[config.mk]
export PLATFORM = sky130hd
export DESIGN_NAME = axi_mem_responder
export DESIGN_NICKNAME = d
export VERILOG_FILES = /design/src/rtl/axi_mem_pkg.sv /design/src/rtl/axi_mem_addr_gen.sv /design/src/rtl/axi_mem_responder.sv
export SDC_FILE = /design/constraint.sdc
export NUM_CORES = 1
export LEC_CHECK = 0
export CAP_MARGIN = 20
export CORE_MARGIN = 1.5
export CORE_UTILIZATION = 45
export CTS_CLUSTER_DIAMETER = 40
export DETAILED_ROUTE_END_ITERATION = 12
export PLACE_DENSITY = 0.8
export SLEW_MARGIN = 20
export SYNTH_ARGS = -nofsm -noshare
export SYNTH_HDL_FRONTEND = slang
export SYNTH_HIERARCHICAL = 1
export SYNTH_SLANG_ARGS = --single-unit
[constraint.sdc]
create_clock -name clk_i -period 9.1 [get_ports clk_i]
set_clock_uncertainty 0.05 [all_clocks]
set_input_delay 1.82 -clock clk_i [delete_from_list [all_inputs] [get_ports clk_i]]
set_output_delay 1.82 -clock clk_i [all_outputs]
set_load 0.03 [all_outputs]
[src/rtl/axi_mem_pkg.sv]
// Purpose : shared types for axi_mem_responder (FSM states, burst encodings, response codes, burst attributes).
// Latency : n/a (types and a pure helper function only).
// Backpr. : n/a.
// Config  : AXI_MEM_WRAP_BURST_EN enables WRAP burst support (wrap_len_ok is used only then).
package axi_mem_pkg;

  typedef enum logic [2:0] {
    ST_IDLE  = 3'd0,
    ST_WDATA = 3'd1,
    ST_WRESP = 3'd2,
    ST_RREQ  = 3'd3,
    ST_RWAIT = 3'd4,
    ST_RRESP = 3'd5
  } state_t;

  typedef enum logic [1:0] {
    BURST_FIXED = 2'd0,
    BURST_INCR  = 2'd1,
    BURST_WRAP  = 2'd2
  } burst_t;

  localparam logic [1:0] RESP_OKAY   = 2'b00;
  localparam logic [1:0] RESP_SLVERR = 2'b10;

  // Width-independent part of the burst context; id/addr are added by the top,
  // whose widths are parameters.
  typedef struct packed {
    logic [7:0] len;
    logic [2:0] size;
    logic [1:0] burst;
    logic       err;    // sticky: some beat of this write burst erred
  } burst_attr_t;

  // WRAP bursts are only defined for 2, 4, 8 or 16 beats.
  function automatic logic wrap_len_ok(input logic [7:0] len);
    return (len == 8'd1) || (len == 8'd3) || (len == 8'd7) || (len == 8'd15);
  endfunction

endpackage

[src/rtl/axi_mem_addr_gen.sv]
// Purpose : next-beat address and per-beat error check, shared by the read and write paths.
// Latency : purely combinational.
// Backpr. : none; the caller decides when to advance.
// Ports   : addr_i/len_i/size_i/burst_i = current beat context; next_addr_o = following beat address;
//           err_o = current beat is illegal (size > 2, bad burst type, address >= MEM_SIZE).
// Config  : AXI_MEM_WRAP_BURST_EN defined -> WRAP bursts with len 1/3/7/15 are legal and wrap;
//           undefined -> WRAP is an illegal burst type.
module axi_mem_addr_gen
  import axi_mem_pkg::*;
#(
  parameter int AXI_ADDR_WIDTH = 32,
  parameter int MEM_SIZE       = 32768
) (
  input  logic [AXI_ADDR_WIDTH-1:0] addr_i,
  input  logic [7:0]                len_i,
  input  logic [2:0]                size_i,
  input  logic [1:0]                burst_i,
  output logic [AXI_ADDR_WIDTH-1:0] next_addr_o,
  output logic                      err_o
);

  localparam logic [AXI_ADDR_WIDTH-1:0] MEM_LIMIT = AXI_ADDR_WIDTH'(MEM_SIZE);

  logic [AXI_ADDR_WIDTH-1:0] incr_addr;
  logic                      burst_ok;

`ifdef AXI_MEM_WRAP_BURST_EN
  logic [AXI_ADDR_WIDTH-1:0] wrap_mask;
`else
  logic unused_len;
  assign unused_len = ^len_i;
`endif

  always_comb begin
    // Natural modulo-2^AXI_ADDR_WIDTH wrap of the adder; no 4 KB check.
    incr_addr   = addr_i + (AXI_ADDR_WIDTH'(1) << size_i);
    next_addr_o = incr_addr;
    burst_ok    = (burst_i == BURST_INCR);
`ifdef AXI_MEM_WRAP_BURST_EN
    // Window is (len+1)<<size bytes; the low bits advance, the high bits stay.
    wrap_mask = ((AXI_ADDR_WIDTH'(len_i) + AXI_ADDR_WIDTH'(1)) << size_i) - AXI_ADDR_WIDTH'(1);
    if (burst_i == BURST_WRAP) begin
      burst_ok    = wrap_len_ok(len_i);
      next_addr_o = (addr_i & ~wrap_mask) | (incr_addr & wrap_mask);
    end
`endif
    err_o = (size_i > 3'd2) || !burst_ok || (addr_i >= MEM_LIMIT);
  end

endmodule

[src/rtl/axi_mem_responder.sv]
// Purpose : AXI4 slave terminating one master port onto a single-port word SRAM, one burst at a time.
// Latency : write beat hits memory in its W handshake cycle, B one cycle after last W;
//           read beat: req +1, data captured +2, R valid +3 after AR/previous R handshake.
// Backpr. : AW/AR round-robin in IDLE only; W taken every cycle in WDATA; B/R held until ready.
// Ports   : clk_i/rst_i (async active-high); AXI AW/W/B/AR/R slave channels;
//           mem_req_o/mem_we_o/mem_be_o/mem_addr_o/mem_wdata_o/mem_rdata_i SRAM side.
// Config  : AXI_MEM_WRAP_BURST_EN enables WRAP bursts (see axi_mem_addr_gen).
module axi_mem_responder
  import axi_mem_pkg::*;
#(
  parameter int AXI_ADDR_WIDTH = 32,
  parameter int AXI_DATA_WIDTH = 32,
  parameter int AXI_ID_WIDTH   = 6,
  parameter int MEM_SIZE       = 32768,
  parameter int MEM_ADDR_WIDTH = $clog2(MEM_SIZE) - 2
) (
  input  logic                        clk_i,
  input  logic                        rst_i,
  // AW
  input  logic                        aw_valid_i,
  output logic                        aw_ready_o,
  input  logic [AXI_ADDR_WIDTH-1:0]   aw_addr_i,
  input  logic [7:0]                  aw_len_i,
  input  logic [2:0]                  aw_size_i,
  input  logic [1:0]                  aw_burst_i,
  input  logic [AXI_ID_WIDTH-1:0]     aw_id_i,
  // W
  input  logic                        w_valid_i,
  output logic                        w_ready_o,
  input  logic [AXI_DATA_WIDTH-1:0]   w_data_i,
  input  logic [AXI_DATA_WIDTH/8-1:0] w_strb_i,
  input  logic                        w_last_i,
  // B
  output logic                        b_valid_o,
  input  logic                        b_ready_i,
  output logic [AXI_ID_WIDTH-1:0]     b_id_o,
  output logic [1:0]                  b_resp_o,
  // AR
  input  logic                        ar_valid_i,
  output logic                        ar_ready_o,
  input  logic [AXI_ADDR_WIDTH-1:0]   ar_addr_i,
  input  logic [7:0]                  ar_len_i,
  input  logic [2:0]                  ar_size_i,
  input  logic [1:0]                  ar_burst_i,
  input  logic [AXI_ID_WIDTH-1:0]     ar_id_i,
  // R
  output logic                        r_valid_o,
  input  logic                        r_ready_i,
  output logic [AXI_DATA_WIDTH-1:0]   r_data_o,
  output logic [AXI_ID_WIDTH-1:0]     r_id_o,
  output logic [1:0]                  r_resp_o,
  output logic                        r_last_o,
  // SRAM
  output logic                        mem_req_o,
  output logic                        mem_we_o,
  output logic [3:0]                  mem_be_o,
  output logic [MEM_ADDR_WIDTH-1:0]   mem_addr_o,
  output logic [31:0]                 mem_wdata_o,
  input  logic [31:0]                 mem_rdata_i
);

  typedef struct packed {
    logic [AXI_ID_WIDTH-1:0]   id;
    logic [AXI_ADDR_WIDTH-1:0] addr;
    burst_attr_t               attr;
  } ctx_t;

  state_t                    state_q;
  ctx_t                      ctx_q;
  logic [7:0]                beat_q;
  logic                      prio_w_q;   // write wins a tie when set
  logic                      rd_err_q;   // error flag of the read beat in flight
  logic [AXI_DATA_WIDTH-1:0] r_data_q;
  logic [1:0]                r_resp_q;
  logic                      r_last_q;

  logic [AXI_ADDR_WIDTH-1:0] next_addr;
  logic                      beat_err;
  logic                      last_beat;
  logic                      wr_access;
  logic                      rd_access;

  axi_mem_addr_gen #(
    .AXI_ADDR_WIDTH (AXI_ADDR_WIDTH),
    .MEM_SIZE       (MEM_SIZE)
  ) u_addr_gen (
    .addr_i      (ctx_q.addr),
    .len_i       (ctx_q.attr.len),
    .size_i      (ctx_q.attr.size),
    .burst_i     (ctx_q.attr.burst),
    .next_addr_o (next_addr),
    .err_o       (beat_err)
  );

  assign last_beat = (beat_q == ctx_q.attr.len);

  always_comb begin
    // Ready is gated by reset so every output reads 0 while rst_i is high.
    aw_ready_o = !rst_i && (state_q == ST_IDLE) && aw_valid_i && (!ar_valid_i || prio_w_q);
    ar_ready_o = !rst_i && (state_q == ST_IDLE) && ar_valid_i && (!aw_valid_i || !prio_w_q);
    w_ready_o  = (state_q == ST_WDATA);

    // Writes go to memory combinationally in the W handshake cycle.
    wr_access  = w_ready_o && w_valid_i && !beat_err;
    rd_access  = (state_q == ST_RREQ) && !beat_err;

    mem_req_o   = wr_access || rd_access;
    mem_we_o    = wr_access;
    mem_be_o    = wr_access ? w_strb_i : (rd_access ? 4'hF : 4'h0);
    mem_wdata_o = wr_access ? w_data_i : '0;
    mem_addr_o  = mem_req_o ? ctx_q.addr[MEM_ADDR_WIDTH+1:2] : '0;

    b_valid_o = (state_q == ST_WRESP);
    b_id_o    = ctx_q.id;
    b_resp_o  = ctx_q.attr.err ? RESP_SLVERR : RESP_OKAY;

    r_valid_o = (state_q == ST_RRESP);
    r_data_o  = r_data_q;
    r_id_o    = ctx_q.id;
    r_resp_o  = r_resp_q;
    r_last_o  = r_last_q;
  end

  always_ff @(posedge clk_i or posedge rst_i) begin
    if (rst_i) begin
      state_q  <= ST_IDLE;
      ctx_q    <= '0;
      beat_q   <= '0;
      prio_w_q <= 1'b1;
      rd_err_q <= 1'b0;
      r_data_q <= '0;
      r_resp_q <= RESP_OKAY;
      r_last_q <= 1'b0;
    end else begin
      case (state_q)
        ST_IDLE: begin
          if (aw_ready_o) begin
            ctx_q.id   <= aw_id_i;
            ctx_q.addr <= aw_addr_i;
            ctx_q.attr <= '{len: aw_len_i, size: aw_size_i, burst: aw_burst_i, err: 1'b0};
            beat_q     <= '0;
            prio_w_q   <= 1'b0;
            state_q    <= ST_WDATA;
          end else if (ar_ready_o) begin
            ctx_q.id   <= ar_id_i;
            ctx_q.addr <= ar_addr_i;
            ctx_q.attr <= '{len: ar_len_i, size: ar_size_i, burst: ar_burst_i, err: 1'b0};
            beat_q     <= '0;
            prio_w_q   <= 1'b1;
            state_q    <= ST_RREQ;
          end
        end
        ST_WDATA: begin
          if (w_valid_i) begin
            // A misplaced WLAST poisons the response but the burst length
            // is still taken from AWLEN.
            ctx_q.attr.err <= ctx_q.attr.err || beat_err || (w_last_i != last_beat);
            ctx_q.addr     <= next_addr;
            if (last_beat) begin
              state_q <= ST_WRESP;
            end else begin
              beat_q <= beat_q + 8'd1;
            end
          end
        end
        ST_WRESP: begin
          if (b_ready_i) begin
            state_q <= ST_IDLE;
          end
        end
        ST_RREQ: begin
          rd_err_q <= beat_err;
          state_q  <= ST_RWAIT;
        end
        ST_RWAIT: begin
          r_data_q <= rd_err_q ? '0 : mem_rdata_i;
          r_resp_q <= rd_err_q ? RESP_SLVERR : RESP_OKAY;
          r_last_q <= last_beat;
          state_q  <= ST_RRESP;
        end
        ST_RRESP: begin
          if (r_ready_i) begin
            r_last_q <= 1'b0;
            if (last_beat) begin
              state_q <= ST_IDLE;
            end else begin
              beat_q     <= beat_q + 8'd1;
              ctx_q.addr <= next_addr;
              state_q    <= ST_RREQ;
            end
          end
        end
        default: state_q <= ST_IDLE;
      endcase
    end
  end

endmodule

Word level (Yosys, flattened, before mapping)
Cells that the tools add are included.
Operators by class
  muxes and demuxes: 33
  reduce and logical (&&, ||, !) cells: 32
  add/subtract/negate cells: 2
  order comparisons: 2
  shift operators: 1
  equality and inequality tests: 14
Operators by type and width (count)
  32-bit two-way mux: 5
  52-bit two-way mux: 2
  32-bit one-hot mux with 3 select lines: 1
  8-bit two-way mux: 5
  32-bit adder: 1
  32-bit by 16-bit greater-or-equal comparator with 1-bit output, second input constant: 1
  1-bit by 3-bit << shifter with 32-bit output, first input constant: 1
  8-bit one-hot mux with 3 select lines: 1
  3-bit two-way mux: 6
  3-bit one-hot mux with 6 select lines: 1
  13-bit two-way mux: 1
  5-bit AND reduction: 2
  8-bit by 1-bit adder with 8-bit output, second input constant: 1
  8-bit == test: 1
  1-bit logical AND: 8
  4-bit two-way mux: 2
  1-bit logical OR: 7
  3-bit by 2-bit == test with 1-bit output, second input constant: 2
  3-bit == test, second input constant: 2
  1-bit logical NOT: 6
  2-bit two-way mux: 3
  2-bit by 1-bit != test with 1-bit output, second input constant: 3
  2-bit nonzero test: 3
  1-bit two-way mux: 4
  12 further kinds: 15
Word-level totals
  flip-flop bits (word level): 100
  output and inout port bits: 105

Longest topological paths before layout
  depth after elaboration: 8
  gate-level depth with buffers: 13
  mapped depth without buffers: 11

Hierarchy
The synthesis kept the hierarchy.
By module, submodules not included
  axi_mem_responder: cells an instance 612, area each 5591.6 um^2, times used 1
  axi_mem_addr_gen: cells an instance 138, area each 993.5 um^2, times used 1

Worst setup path before layout
Ideal clock, no wire load.
  kind: in2out
  start point: in w_valid_i
  end point: out mem_addr_o[10]
  required time: 7230 ps
  arrival: 3151 ps
  slack: 4079 ps
  stages on the path: 5
  cell sequence: nor3b_1 > nor2b_1 > or2_2 > clkbuf_1 > and2_1
Between the ends
  longest elaborated chain between the ends: 4
RTL lines
  start, declared: RTL line axi_mem_responder.sv:28  | input logic w_valid_i,
  1-bit logical AND (2 in series): RTL line axi_mem_responder.sv:104  | wr_access = w_ready_o && w_valid_i && !beat_err;
  1-bit logical OR: RTL line axi_mem_responder.sv:107  | mem_req_o = wr_access || rd_access;
  named net mem_req_o: RTL line axi_mem_responder.sv:54  | output logic mem_req_o,
  13-bit two-way mux: RTL line axi_mem_responder.sv:111  | mem_addr_o = mem_req_o ? ctx_q.addr[MEM_ADDR_WIDTH+1:2] : '0;
  end, declared: RTL line axi_mem_responder.sv:57  | output logic [MEM_ADDR_WIDTH-1:0] mem_addr_o,
The timed path passes the listed nets, and every way through them passes these cells.

Worst setup path in the final report
  start point: in w_valid_i
  end point: out mem_addr_o[12]
Between the ends
  longest elaborated chain between the ends: 4
RTL lines (RTL line)
  1-bit logical AND (2 in series): axi_mem_responder.sv:104
  1-bit logical OR: axi_mem_responder.sv:107
  13-bit two-way mux: axi_mem_responder.sv:111
Every way passes these cells.

==> results.toml <==
[critical_path]
critPathRequiredTime_ns = 7.23
arrival_ns = 4.51
r2r_cells = 11
startpoint_type = "primary input"
endpoint_kind = "primary output"
worstPathCellList = "clkdlybuf4s50_1 -> nor3b_1 -> nor2b_4 -> or2_2 -> and2_1 -> clkdlybuf4s50_1"
worst_path_largest_cell_delay_ns = 0.68
worst-path-stages = 6
path_buf_inv = 2
crit_type = "primary input to primary output"
cp_common_cell = "clkdlybuf4s50_1"
cpMaxStageDelayCell = "clkdlybuf4s50_1"
path_delay_family = "simple AND/OR/NAND/NOR gates"
crit_fanout = 38

[global_route]
grt_overflow = 0
grt_pass1_wl_um = 28600
grt_usage_pct = 23.9
grt_antenna_before_repair = 0
grt_max_degree = 68
grt_pass1_vias = 5669

[finish]
drive_above_1_share_pct = 7.79
multi_input_area_mm2 = 0.00376
fin_nets = 1172
final_cell_area_mm2 = 0.00964
final_common_cell = "clkdlybuf4s50_1"
seq_area_mm2 = 0.00248
fin_util_pct = 66.8
num-fill-cells = 1215
stdcell_count = 1172
syn_to_final_growth_pct = 46.4
final_cell_mix = "clkdlybuf4s50_1 (280), nand2_1 (143), dfrtp_1 (98), o21ai_0 (54), nor2_1 (50)"
diodes = 0

[place]
dpl_worst_slack_ns = 2.35
gp_congestion = 0.875
hpwl_um = 13600
port_buffers = 280
placed_cell_area_mm2 = 0.00933
placed_cells = 1156

[power]
power_mw = 2.88
p_leak_nw = 4.17
peakVddDrop_mv = 0.169
power_density_mw_per_mm2 = 299

[clock_tree]
root_buffer = "clkbuf_16"
cts_setup_buffers = 0
ctsHoldBuffers = 0
clk_pin_slew_ns = 0.07
clkLatencyLatePin_ns = 0.36
cts_resized = 0
clock-sinks = 99
htreeDepth = 3
cts.path.max_buffers = 2
cts_tree = "yes"
cts_buffers = 9

[synth]
synth_edf_count = 0
synth_cells = 750
async_flop_share_pct = 100
synth-seq-cells = 99
ys_seq_area_share_pct = 37.6
yosysTopAreaCell = "dfrtp_1"
syn_area_mm2 = 0.00659
synth_ff_type = "dfrtp_1"
synth.distinct_cells = 62
ys.warnings.count = 6
synth_area_leaders = "dfrtp_1 (37%), nand2_1 (8.2%), mux2_4 (6.8%), and2_1 (4.5%), o21ai_0 (4.1%)"
yosysTopAreaCellShare_pct = 37.2
syn_area_per_cell_um2 = 8.78

[timing]
worst_slack_ns = 2.72
fin_crit_sh_pct = 70.1
whs_ns = 0.431
slew_headroom_pct = 26.7
finalSetupViolCount = 0
setup_tns_ns = 0
fmax_mhz = 157
finalHoldViolations = 0
period_needed_ns = 6.38
slew_violations = 0
rsz0062_at_grt = "no"
worstMarginPinSlew_ns = 1.10

[detailed_routing]
first_iter_violations = 507
vias = 5964
routed_via_density = 5.09
wl_um = 18500
routedWlPerCell_um = 15.8
dr.pass1.iters = 4
drc_errors = 0
drtAntennaViolNets = 0

[die]
dieArea_mm2 = 0.0154
die_w_um = 124
die_y_um = 124
io-pin-count = 283
coreArea_mm2 = 0.0144
initial_core_util_pct = 45.7
num_rows = 44

[outcome]
status = "finished, final reports clean"

[job]
drv_cap = 0

[hold_path]
holdPathStages = 2
hold_class = "flop to flop"
worst min-delay path, cell delays in order (launching register included):
cell and delay (ns):
dfrtp_1 0.35, nand2_1 0.05, o21ai_0 0.06
Yosys cell counts (2+ instances only):
| cell type | n |
|---|---|
| a21oi_1 | 5 |
| nor3b_1 | 5 |
| and2_1 | 47 |
| dfrtp_1 | 98 |
| o311ai_0 | 3 |
| nand3_1 | 14 |
| xnor2_1 | 13 |
| inv_1 | 8 |
| or2_2 | 2 |
| o211ai_1 | 2 |
| or4_1 | 3 |
| nand4_1 | 4 |
| and3b_1 | 2 |
| nand2_1 | 143 |
| mux2_4 | 30 |
| buf_2 | 10 |
| o31ai_1 | 2 |
| xor2_1 | 24 |
| o22ai_1 | 3 |
| mux2i_1 | 20 |
| nor4_1 | 10 |
| clkbuf_1 | 31 |
| nor4_2 | 4 |
| o21ai_0 | 54 |
| nand2b_1 | 36 |
| nor2b_1 | 2 |
| buf_4 | 17 |
| a31oi_1 | 33 |
| a211oi_1 | 3 |
| o21a_1 | 3 |
| nor2_1 | 50 |
| ha_1 | 10 |
| or2_1 | 2 |
| a21o_1 | 8 |
| and3_1 | 7 |
| mux2_2 | 5 |
| nor3_1 | 9 |
| buf_6 | 4 |
sequential cells by signal, indices dropped and copies added, names as in the netlist:
register and count:
r_resp_o 1, ctx_q 46, r_data_o 32, prio_w_q 1, r_last_o 1, state_q 3, b_id_o 6, beat_q 8
rd_err_q 1
routing by layer:
layer	global-route usage (%)	vias to the layer above	share of wire (%)
li1	-	3017	-
met1	31.2	2703	43
met2	40.1	223	48
met3	5.40	21	7.2
met4	6.11	0	1.5
met5	0	-	0
final cells by class:
class | count | share of cell area, %
Clock inverter | 6 | 0.818
Multi-Input combinational cell | 581 | 39.0
Sequential cell | 99 | 25.7
Tap cell | 184 | 2.39
Timing Repair Buffer | 284 | 29.4
Inverter | 8 | 0.337
Clock buffer | 10 | 2.37
power by group:
| part | switching [mW] | internal (mW) |
|---|---|---|
| Sequential | 0.248 | 0.662 |
| Clock | 0.186 | 0.220 |
| Combinational | 0.792 | 0.776 |
| Total | 1.23 | 1.66 |
final timing paths:
path	start	end	slack (ns)
setup / recovery	w_valid_i	mem_addr_o[12]	2.72
hold / removal	r_data_o[22]	r_data_o[22]	0.43
setup reg to reg	ctx_q[5]	ctx_q[28]	5.54
hold reg to reg	r_data_o[22]	r_data_o[22]	0.43
max in group asynchronous	rst_i	ctx_q[30]	5.93
min in group asynchronous	rst_i	ctx_q[13]	1.96
kinds of logic (layout without fill, tap and decap cells):
| group | after synthesis | in the layout | synth area share, % |
|---|---|---|---|
| mux | 55 | 55 | 10.7 |
| simple gates | 352 | 352 | 27.2 |
| flops | 99 | 99 | 37.6 |
| compound gates | 124 | 124 | 11.6 |
| fa+ha+maj | 11 | 11 | 2.20 |
| other cells | 1 | 2 | 0.0569 |
| xor+xnor | 37 | 37 | 4.92 |
| buf+inv | 71 | 308 | 5.66 |
Power figures use the tool's default switching activity.
==> edit: new RTL, same flow settings <==
Make the reset (`rst_i`) synchronous in one clocked block. Comments in the files are not updated.
--- a/src/rtl/axi_mem_responder.sv
+++ b/src/rtl/axi_mem_responder.sv
@@ -121,7 +121,7 @@
     r_last_o  = r_last_q;
   end
 
-  always_ff @(posedge clk_i or posedge rst_i) begin
+  always_ff @(posedge clk_i) begin
     if (rst_i) begin
       state_q  <= ST_IDLE;
       ctx_q    <= '0;
Behaviour: differs if rst_i is asserted again (counterexample within 4 cycles, from zero or initial values and one cycle with rst_i high); with rst_i held inactive, the same outputs for 4 cycles.
==> edit against the unedited design <==
Routed wire length is 11% higher; die area is 4.4% lower; design area is 3.4% lower; sequential cell count stayed put; non-clock buffer count is 3 higher; via count is 13% higher; first-iteration DRC count is 5.9% higher; setup slack worse by 0.022 ns; synthesized area is 4.5% lower; register-to-register slack worse by 0.07 ns; count of clock-buffer cells in the layout is 1 higher; power is 36% lower; critical path type unchanged; largest cell class unchanged.
==> edit: results (changes against the unedited design) <==
\begin{tabular}{lr}
\hline
Metric & Value \\
\hline
\multicolumn{2}{l}{\textbf{Global routing}} \\
\quad Maximum number of pins on one net before global-route repair & 104 (was 68) \\
\quad Wire length of the first global-routing pass & 32.5 mm (was 28.6 mm) \\
\multicolumn{2}{l}{\textbf{Place}} \\
\quad Routability-driven placement congestion ratio & 0.850 (was 0.875) \\
\multicolumn{2}{l}{\textbf{Power and ir drop}} \\
\quad Internal Dissipation & 1.11 mW (was 1.66 mW) \\
\quad Leakage power total & 3.59 nW (was 4.17 nW) \\
\quad Peak supply drop & 0.149 mV (was 0.169 mV) \\
\multicolumn{2}{l}{\textbf{Logic synthesis}} \\
\quad Synth cell types & 67 (was 62) \\
\quad Post-synthesis sequential area ratio & 31.5\% (was 37.6\%) \\
\quad Top FF cell, synth & dfxtp\_1 (was dfrtp\_1) \\
\quad Synthesized area divided by synthesized cell count & 7.46 um\^{}2 (was 8.78 um\^{}2) \\
\quad Most frequent cells after synthesis & nand2\_1 (128), nor2\_1 (114), a21oi\_1 (106), dfxtp\_1 (99), clkbuf\_1 (41) (was nand2\_1 (143), dfrtp\_1 (98), o21ai\_0 (54), nor2\_1 (50), and2\_1 (47)) \\
\multicolumn{2}{l}{\textbf{Min path}} \\
\quad End point of the worst hold path & ctx\_q[14] (was r\_data\_o[22]) \\
\multicolumn{2}{l}{\textbf{Status}} \\
\quad Run status & finished, final reports clean (unchanged) \\
\multicolumn{2}{l}{\textbf{Cells and area}} \\
\quad Proportion of layout cells with a drive suffix above 1 & 4.50\% (was 7.79\%) \\
\quad Number of inserted filler cells in the final layout & 1178 (was 1215) \\
\quad Final \#Nets & 1251 (was 1172) \\
\quad Register with the highest flop count & ctx\_q (unchanged) \\
\multicolumn{2}{l}{\textbf{Drt}} \\
\quad Vias per Instance & 5.40 (was 5.09) \\
\quad Vias & 6731 (was 5964) \\
\quad Detailed-routing iteration count for the pre-antenna-repair pass & 5 (was 4) \\
\quad Post-detailed-route wirelength per cell & 16.5 um (was 15.8 um) \\
\multicolumn{2}{l}{\textbf{Worst setup path}} \\
\quad RR Endpoint & ctx\_q[30] (was ctx\_q[28]) \\
\quad Internal reg-to-reg setup slack & 5.47 ns (was 5.54 ns) \\
\quad Biggest fanout along the worst timing path & 21 (was 38) \\
\quad Reg-to-reg startpoint & ctx\_q[5] (unchanged) \\
\hline
\end{tabular}
==> edit: changes by cell type in the layout (fill, tap and decap cells not counted), moves of 19 or more <==
cell / unedited run / this run
a21oi_1: 5 / 106
dfxtp_1: 0 / 99
dfrtp_1: 98 / 0
nor2_1: 50 / 114
o21ai_0: 54 / 6
a211o_1: 1 / 33
nand2b_1: 35 / 4
nor3b_1: 5 / 36
mux2_4: 30 / 0
a31oi_1: 33 / 8
a311oi_1: 1 / 20
==> edit: worst max path at each step <==
stage / startpoint / endpoint / slack (ns) / cells past startpoint
after floorplan: w_valid_i / mem_addr_o[10] / 4.43 / 4
after global placement: aw_valid_i / ar_ready_o / 2.71 / 5
after detailed placement: aw_valid_i / ar_ready_o / 2.64 / 5
after CTS: aw_valid_i / ar_ready_o / 2.66 / 5
after global routing: aw_valid_i / ar_ready_o / 2.48 / 5
final: aw_valid_i / ar_ready_o / 2.70 / 5
==> edit: area by class of cell <==
cell class                 count  area [um^2]  area share (%)
sequential                    99         1980            21.3
clock inverter                 5         85.1           0.913
multi-input combinational    656         3890            41.7
clock buffer                  11          253            2.71
tap                          180          225            2.42
inverter                       9         33.8           0.363
timing repair buffer         287         2850            30.6
==> edit: power groups by stage <==
stage	Clock, mW	Combinational [mW]	Sequential, mW
floorplan	0	0.570	0.611
global placement	0	0.769	0.630
detailed placement	0	0.777	0.632
CTS	0.437	0.785	0.623
global route	0.455	0.873	0.640
finish	0.432	0.789	0.624
==> edit: layer usage <==
metal  GRT usage, %  up-vias  wire [um]
li1               -     3345          -
met1           34.9     3132       8940
met2           46.9      226       9900
met3           7.00       28       1410
met4           7.06        0        372
met5              0        -          0
==> edit: metrics by stage <==
step                total power [mW]  hold slack (ns)  setup WS (ns)  cell area, um^2  util (%)
floorplan                       1.18            0.386           4.43             6290         -
global placement                1.40            0.399           2.71             8970      65.2
detailed placement              1.41            0.410           2.64             8970      65.2
CTS                             1.84            0.420           2.66             9310      67.6
global route                    1.97            0.463           2.48             9320      67.7
finish                          1.84            0.421           2.70             9320      67.7
==> edit: cell families (layout without fill, tap and decap cells) <==
group                      Yosys count  after routing  share of synthesized area (%)
AOI/OAI and AO/OA                  201            201                           21.1
buffers and inverters               89            312                           7.06
other                                1              2                         0.0596
adders and majority gates           11             11                           2.31
muxes                                4              4                          0.656
and+or+nand+nor                    400            400                           32.0
xor gates and xnor gates            38             38                           5.29
DFF                                 99             99                           31.5
==> edit: worst max-delay path, stage by stage <==
cell and delay (ns):
clkdlybuf4s50_1 0.49, nand2_1 0.10, nand3_1 0.58, inv_1 0.75, clkdlybuf4s50_1 0.79
